`src/rtl/prt_hb_mon.sv`:
```
// Heartbeat monitor: synchronises a toggling heartbeat, measures edge-to-edge
// intervals and qualifies the source as alive (LOCK) or lost.
module prt_hb_mon #(
    parameter int unsigned P_BEAT = 100,
    parameter int unsigned P_TOL  = 4,
    parameter int unsigned P_LOCK = 3
) (
    input  logic        CLK_IN,
    input  logic        RSTN_IN,
    input  logic        HB_IN,
    input  logic        CLR_IN,
    output logic        EDGE_OUT,
    output logic        ALIVE_OUT,
    output logic        LOST_OUT,
    output logic [31:0] PERIOD_OUT,
    output logic [15:0] ERR_CNT_OUT
);

    localparam int unsigned P_NOM = P_BEAT + 2;
    localparam logic [31:0] MIN_C = 32'(P_NOM - P_TOL);
    localparam logic [31:0] MAX_C = 32'(P_NOM + P_TOL);
    localparam int unsigned GW    = $clog2(P_LOCK + 1);
    localparam logic [GW-1:0] LOCK_LAST = GW'(P_LOCK - 1);

    typedef enum logic [1:0] {S_IDLE, S_ACQ, S_LOCK, S_LOST} state_e;

    state_e        state_q, state_d;
    logic [1:0]    sync_q;
    logic          hist_q;
    logic [31:0]   cnt_q, cnt_d;
    logic [GW-1:0] good_q, good_d;
    logic          edge_q, alive_q, lost_q, lost_d;
    logic [31:0]   period_q;
    logic [15:0]   err_q;
    logic          edge_w, good_iv, timeout, err_evt, load;

    assign edge_w  = sync_q[1] ^ hist_q;
    assign good_iv = (cnt_q >= MIN_C) && (cnt_q <= MAX_C);
    // cnt passes MAX_C only once per gap and saturation never wraps back,
    // so the timeout fires exactly once.
    assign timeout = !edge_w && (cnt_q == MAX_C) &&
                     ((state_q == S_ACQ) || (state_q == S_LOCK));

    always_comb begin
        cnt_d = edge_w ? 32'd1 :
                (cnt_q == 32'hFFFF_FFFF) ? cnt_q : cnt_q + 32'd1;
    end

    always_comb begin
        state_d = state_q;
        good_d  = good_q;
        err_evt = 1'b0;
        load    = 1'b0;
        lost_d  = 1'b0;
        case (state_q)
            S_IDLE, S_LOST: begin
                if (edge_w) begin
                    state_d = S_ACQ;
                    good_d  = '0;
                end
            end
            S_ACQ: begin
                if (edge_w) begin
                    load = 1'b1;
                    if (good_iv) begin
                        good_d = good_q + 1'b1;
                        if (good_q == LOCK_LAST) state_d = S_LOCK;
                    end else begin
                        good_d  = '0;
                        err_evt = 1'b1;
                    end
                end else if (timeout) begin
                    state_d = S_IDLE;
                    err_evt = 1'b1;
                end
            end
            S_LOCK: begin
                if (edge_w) begin
                    load = 1'b1;
                    // Long intervals cannot reach here: timeout leaves LOCK first.
                    if (!good_iv) begin
                        state_d = S_ACQ;
                        good_d  = '0;
                        lost_d  = 1'b1;
                        err_evt = 1'b1;
                    end
                end else if (timeout) begin
                    state_d = S_LOST;
                    lost_d  = 1'b1;
                    err_evt = 1'b1;
                end
            end
            default: state_d = S_IDLE;
        endcase
    end

    always_ff @(posedge CLK_IN or negedge RSTN_IN) begin
        if (!RSTN_IN) begin
            sync_q   <= '0;
            hist_q   <= 1'b0;
            cnt_q    <= '0;
            state_q  <= S_IDLE;
            good_q   <= '0;
            edge_q   <= 1'b0;
            alive_q  <= 1'b0;
            lost_q   <= 1'b0;
            period_q <= '0;
            err_q    <= '0;
        end else begin
            sync_q   <= {sync_q[0], HB_IN};
            hist_q   <= sync_q[1];
            cnt_q    <= cnt_d;
            state_q  <= state_d;
            good_q   <= good_d;
            edge_q   <= edge_w;
            alive_q  <= (state_d == S_LOCK);
            lost_q   <= lost_d;
            if (CLR_IN)      period_q <= '0;
            else if (load)   period_q <= cnt_q;
            if (CLR_IN)      err_q <= '0;
            else if (err_evt && (err_q != 16'hFFFF)) err_q <= err_q + 16'd1;
        end
    end

    assign EDGE_OUT    = edge_q;
    assign ALIVE_OUT   = alive_q;
    assign LOST_OUT    = lost_q;
    assign PERIOD_OUT  = period_q;
    assign ERR_CNT_OUT = err_q;

endmodule

```
`config.mk`:
```
export PLATFORM = sky130hd
export DESIGN_NAME = prt_hb_mon
export DESIGN_NICKNAME = d
export VERILOG_FILES = /design/src/rtl/prt_hb_mon.sv
export SDC_FILE = /design/constraint.sdc
export NUM_CORES = 1
export LEC_CHECK = 0
export ABC_AREA = 1
export BUFFER_PORTS_ARGS = -buffer_cell sky130_fd_sc_hd__buf_2
export CORE_ASPECT_RATIO = 1.25
export CORE_MARGIN = 4
export CORE_UTILIZATION = 59
export DETAILED_ROUTE_END_ITERATION = 10
export GPL_TIMING_DRIVEN = 0
export PLACE_DENSITY = 0.87
export SLEW_MARGIN = 15
export SYNTH_ARGS = -nofsm -noshare
export SYNTH_HDL_FRONTEND = slang
export SYNTH_SLANG_ARGS = --single-unit
```
`constraint.sdc`:
```
create_clock -name CLK_IN -period 2.4 [get_ports CLK_IN]
set_input_delay 0.48 -clock CLK_IN [delete_from_list [all_inputs] [get_ports CLK_IN]]
set_output_delay 0.48 -clock CLK_IN [all_outputs]
set_load 0.05 [all_outputs]
```
# ---- Word-level counts from Yosys, hierarchy flattened
# Cells that the tools add are included.
# W data, S select, Z words.
dict set report totals {
  register_bits 90
  input_bits 4
}
dict set report op_classes {
  reduce_logical 12
  n_bitwise 1
  add_sub_neg 3
  n_lt_le_gt_ge 2
  n_mux 28
  eq_ne 13
}
# op count
set ops {}
lappend ops {{$mux W32} 4}
lappend ops {{$add A32 B1 Y32 const B} 1}
lappend ops {{$eq A32 B32 Y1 const B} 1}
lappend ops {{$eq A32 B7 Y1 const B} 1}
lappend ops {{$ge A32 B7 Y1 const B} 1}
lappend ops {{$le A32 B7 Y1 const B} 1}
lappend ops {{$mux W16} 2}
lappend ops {{$mux W2} 13}
lappend ops {{$add A16 B1 Y16 const B} 1}
lappend ops {{$ne A16 B16 Y1 const B} 1}
lappend ops {{$pmux W2 S3} 2}
lappend ops {{$ne A2 B2 Y1 const B} 5}
lappend ops {{$eq A2 B2 Y1 const B} 4}
lappend ops {{$mux W1} 7}
lappend ops {{$logic_and A1 B1 Y1} 4}
lappend ops {{$reduce_and A4 Y1} 1}
lappend ops {{$reduce_bool A2 Y1} 2}
lappend ops {{$reduce_or A2 Y1} 2}
lappend ops {{$add A2 B1 Y2 const B} 1}
lappend ops {{$eq A2 B1 Y1 const B} 1}
lappend ops {{$logic_not A2 Y1} 1}
lappend ops {{$logic_not A1 Y1} 1}
lappend ops {{$logic_or A1 B1 Y1} 1}
lappend ops {{$xor A1 B1 Y1} 1}

# ---- Logic depth before layout (Yosys ltp)
dict set report depth {
  word_depth 10
  ltp_mapped 15
  depth_no_buf 14
}

# ---- Worst setup path after synthesis
# OpenSTA, ideal clock, no wires.
dict set report synth_path {
  path_kind {register to register}
  from {reg err_q[0] (netlist: ERR_CNT_OUT[0])}
  to {reg err_q[4] (netlist: ERR_CNT_OUT[4])}
  stages_incl_launch_ff 12
  setup_time_ps 121
  setup_slack_ps 342
  t_arrival_ps 1937
  cell_sequence {dfrtp_1 > ha_1 > nand2_1 > inv_1 > nand2_1 > nor2_1 > nand3_1 > nand4_4 > nand2_8 > buf_12 > nand2_2 > o21ai_2}
}
dict set report synth_between {
  elab_chain_cells 3
  elab_cells_between_ends 6
  cone_classes {add/sub (1); eq/ne (1); mux (2); reduce/logical (2)}
}
# element line_no
set synth_rtl {}
lappend synth_rtl {{start, declared} 34} ;# logic [15:0] err_q;
lappend synth_rtl {{start signal, assigned} 121} ;# else if (err_evt && (err_q != 16'hFFFF)) err_q <= err_q + 16'd1;
lappend synth_rtl {{$add A16 B1 Y16 or $ne A16 B16 Y1 (tied branches)} 121}
lappend synth_rtl {{$mux W16 or $logic_and A1 B1 Y1 (tied branches)} 121}
lappend synth_rtl {{$mux W16 or $reduce_bool A2 Y1 (tied branches)} -}
# Several ways; a longest one is shown, not always the timed one. The select of a mux whose other input is x is not followed.
# A chain may end at the register's enable or synchronous reset.

# ---- Final worst setup path
dict set report layout_path {
  from {reg hist_q}
  to {reg period_q[18] (netlist: PERIOD_OUT[18])}
}
dict set report layout_between {
  elab_chain_cells 4
}
# element line_no
set layout_rtl {}
lappend layout_rtl {{start, declared} 29} ;# logic hist_q;
lappend layout_rtl {{start signal, assigned} 111} ;# hist_q <= sync_q[1];
lappend layout_rtl {{$xor A1 B1 Y1} 37} ;# assign edge_w = sync_q[1] ^ hist_q;
lappend layout_rtl {{$mux W1} {63, 78}}
lappend layout_rtl {{$mux W1} -}
lappend layout_rtl {{$reduce_bool A2 Y1 (no source line)} -}
lappend layout_rtl {{end signal, assigned} 119} ;# else if (load) period_q <= cnt_q;
lappend layout_rtl {{end, declared} 33} ;# logic [31:0] period_q;
# No other way between the ends.

==> insert_results.sql <==
INSERT INTO impl_metrics (metric_group, metric, value, unit) VALUES
('grt', 'grt_peak_use_layer', 'met2', ''),
('cells_and_area', 'insertedDiodeCount', '0', ''),
('worst_setup_path', 'cp_max_fo', '10', ''),
('synth', 'netlist.area_leader.share', '0.4375', ''),
('floorplanning', 'die-height', '112.4', 'um'),
('cells_and_area', 'finalNetCount', '723', ''),
('clock_network', 'clock_tree_from_tritoncts', 'built', ''),
('power', 'power.static_leakage', '2.694', 'nW'),
('synth', 'synth_seq_cells', '90', ''),
('synth', 'synth-warning-count', '0', ''),
('floorplanning', 'die-area', '10290', 'um2'),
('cells_and_area', 'finalNonFillerCells', '835', ''),
('grt', 'grt_antenna_before_repair', '0', ''),
('synth', 'mappedNetlistNets', '657', ''),
('grt', 'first_global_vias', '4596', ''),
('floorplanning', 'placement_rows', '37', ''),
('clock_network', 'clkSinkCount', '90', ''),
('floorplanning', 'boundaryPins', '55', ''),
('grt', 'global_route_wire_length_before_repair', '22420', 'um'),
('detailed_routing', 'routed-via-count', '4660', ''),
('detailed_routing', 'first_pass_iteration_count_of_the_detailed_router', '5', ''),
('sta', 'max_clk_rate', '0.4416', 'GHz'),
('worst_setup_path', 'worst_setup_path_end_kind', 'register', ''),
('sta', 'post-route-min-period', '2.265', 'ns'),
('run', 'cap_viol_max_count', '0', ''),
('cells_and_area', 'synthToLayoutAreaGrowth', '11.86', '%'),
('worst_setup_path', 'required', '2.62', 'ns'),
('placement', 'place_ws', '0.1630', 'ns'),
('power', 'worst_ir_drop_vdd', '0.3957', 'mV'),
('worst_setup_path', 'reg2reg_slack', '0.14', 'ns'),
('status', 'run_status', 'finished, final reports clean', ''),
('clock_network', 'clk_latency', '0.36', 'ns'),
('cells_and_area', 'final_layout_size_suffix_gt1_frac', '0.1908', ''),
('sta', 'rsz_0062_raised_after_global_routing', 'no', ''),
('synth', 'synth_cell_type_count', '46', ''),
('clock_network', 'cts_root_buffer', 'clkbuf_8', ''),
('worst_setup_path', 'crit_path_start_kind', 'register', ''),
('synth', 'most_repeated_cell_in_the_gate_level_netlist_after_synthesis', 'inv_1', ''),
('clock_network', 'hold_buffers', '0', ''),
('placement', 'detailed_place_hpwl', '10380', 'um'),
('sta', 'max_slew.worst_pin.slew', '0.7617', 'ns'),
('sta', 'fin_skew', '0.009654', 'ns'),
('power', 'power.density_cell_area', '552.7', 'nW/um2'),
('floorplanning', 'core_region_area', '8379', 'um2'),
('floorplanning', 'die_width', '91.55', 'um'),
('detailed_routing', 'routed_wire_length_per_instance', '16.21', 'um'),
('synth', 'yosys.area.top_type', 'dfrtp_1', ''),
('sta', 'setup_ws', '0.1353', 'ns'),
('synth', 'netlist_area', '5147', 'um2'),
('grt', 'grt_max_degree', '47', ''),
('synth', 'netlist_top_cells_area', 'dfrtp_1 (44%), inv_1 (7.1%), nand2_1 (6.7%)', ''),
('worst_setup_path', 'timing_worst_setup_path_type', 'reg2reg', ''),
('clock_network', 'cts_post_setup_buffers_inserted', '0', ''),
('sta', 'final_setup_violation_count', '0', ''),
('grt', 'grt_util_all_layers', '0.2735', ''),
('detailed_routing', 'post-route-drc-count', '0', ''),
('detailed_routing', 'drtIter0Drc', '359', ''),
('grt', 'grt_overflow', '0', ''),
('hold_path', 'min-delay-path-class', 'in2async', ''),
('synth', 'number_of_enable_type_register_cells_in_the_synthesized_netlist', '0', ''),
('clock_network', 'cts.repair.resized', '0', ''),
('cells_and_area', 'layout.core_utilization', '0.6872', ''),
('clock_network', 'cts.path.max_buffers', '2', ''),
('synth', 'synth_cells', '647', ''),
('grt', 'globalRouteMet3Util', '0.04088', ''),
('worst_setup_path', 'arrival', '2.48', 'ns'),
('sta', 'ratio_of_final_minimum_period_to_clock_period', '0.9436', ''),
('sta', 'finalHoldViolCount', '0', ''),
('sta', 'final_max_slew_viol_count', '0', ''),
('detailed_routing', 'totalWireLength', '13530', 'um'),
('placement', 'place_inst', '819', '');
## kinds of logic after synthesis
| kind of cell | synth area share |
|---|---|
| AOI/OAI and AO/OA | 0.1162 |
| xor gates and xnor gates | 0.03549 |
| adders and majority gates | 0.01458 |
| buffers and inverters | 0.09990 |
| DFF | 0.4375 |
| and+or+nand+nor | 0.2963 |
## critical path, stage by stage (launching register included)
cell      delay (ns)
dfrtp_1         0.40
xnor2_2         0.63
inv_2           0.21
nand3_1         0.35
clkbuf_1        0.38
o22ai_1         0.15
## report_power, final
group,switching [mW],internal (mW),total [mW]
clock,0.508,0.401,0.910
sequential,0.0508,1.57,1.62
combinational,0.472,0.182,0.654
total,1.03,2.15,3.18
## final cells by class
class / instances / area, um2 / area share
buffer: 18 / 115.1 / 0.01999
clock buffer: 13 / 148.9 / 0.02586
multi-input combinational: 434 / 2381 / 0.4135
timing repair buffer: 55 / 300.3 / 0.05215
clock inverter: 3 / 15.01 / 0.002608
inverter: 105 / 399.1 / 0.06932
sequential: 90 / 2252 / 0.3911
tap: 117 / 146.4 / 0.02542
## metal layers
layer / part of all wire / wire [um]
met4: 0.032 / 436
met5: 0 / 0
met2: 0.47 / 6369
met1: 0.44 / 5955
met3: 0.057 / 772
## state kept, by name, indices dropped and copies added (netlist names)
name         count
PERIOD_OUT      32
cnt_q           32
ERR_CNT_OUT     16
good_q           2
state_q          2
sync_q           2
ALIVE_OUT        1
EDGE_OUT         1
LOST_OUT         1
hist_q           1
## per-stage QoR
stage                     total power, mW  instance area [um2]
after CTS                           3.196                 5758
after global routing                3.342                 5758
after global placement              2.279                 5564
after floorplan                     2.113                 5147
final                               3.183                 5758
after detailed placement            2.296                 5594
## cell usage in the layout (no fill, tap or decap), types with 5 or more instances in the layout
master,n
buf_2,56
xor2_1,19
nand4_1,9
inv_1,98
nor2_1,87
nor2_2,7
clkinv_2,5
a21oi_1,18
o22ai_1,32
nor4_1,12
clkbuf_1,12
ha_1,6
nand3_1,42
clkbuf_8,10
nand2_1,92
nand2_2,17
nor3_1,27
o21ai_2,11
o21ai_0,19
dfrtp_1,90
## worst paths after layout
kind	depth (start not counted)	start	endpoint
worst max-delay path	5	hist_q	PERIOD_OUT[18]
worst min-delay path	1	RSTN_IN	sync_q[0]
worst max register to register	5	hist_q	PERIOD_OUT[18]
worst min register to register	0	sync_q[0]	sync_q[1]
max in group asynchronous	2	RSTN_IN	cnt_q[4]
min in group CLK_IN	1	HB_IN	sync_q[0]
Power figures use the tool's default switching activity.
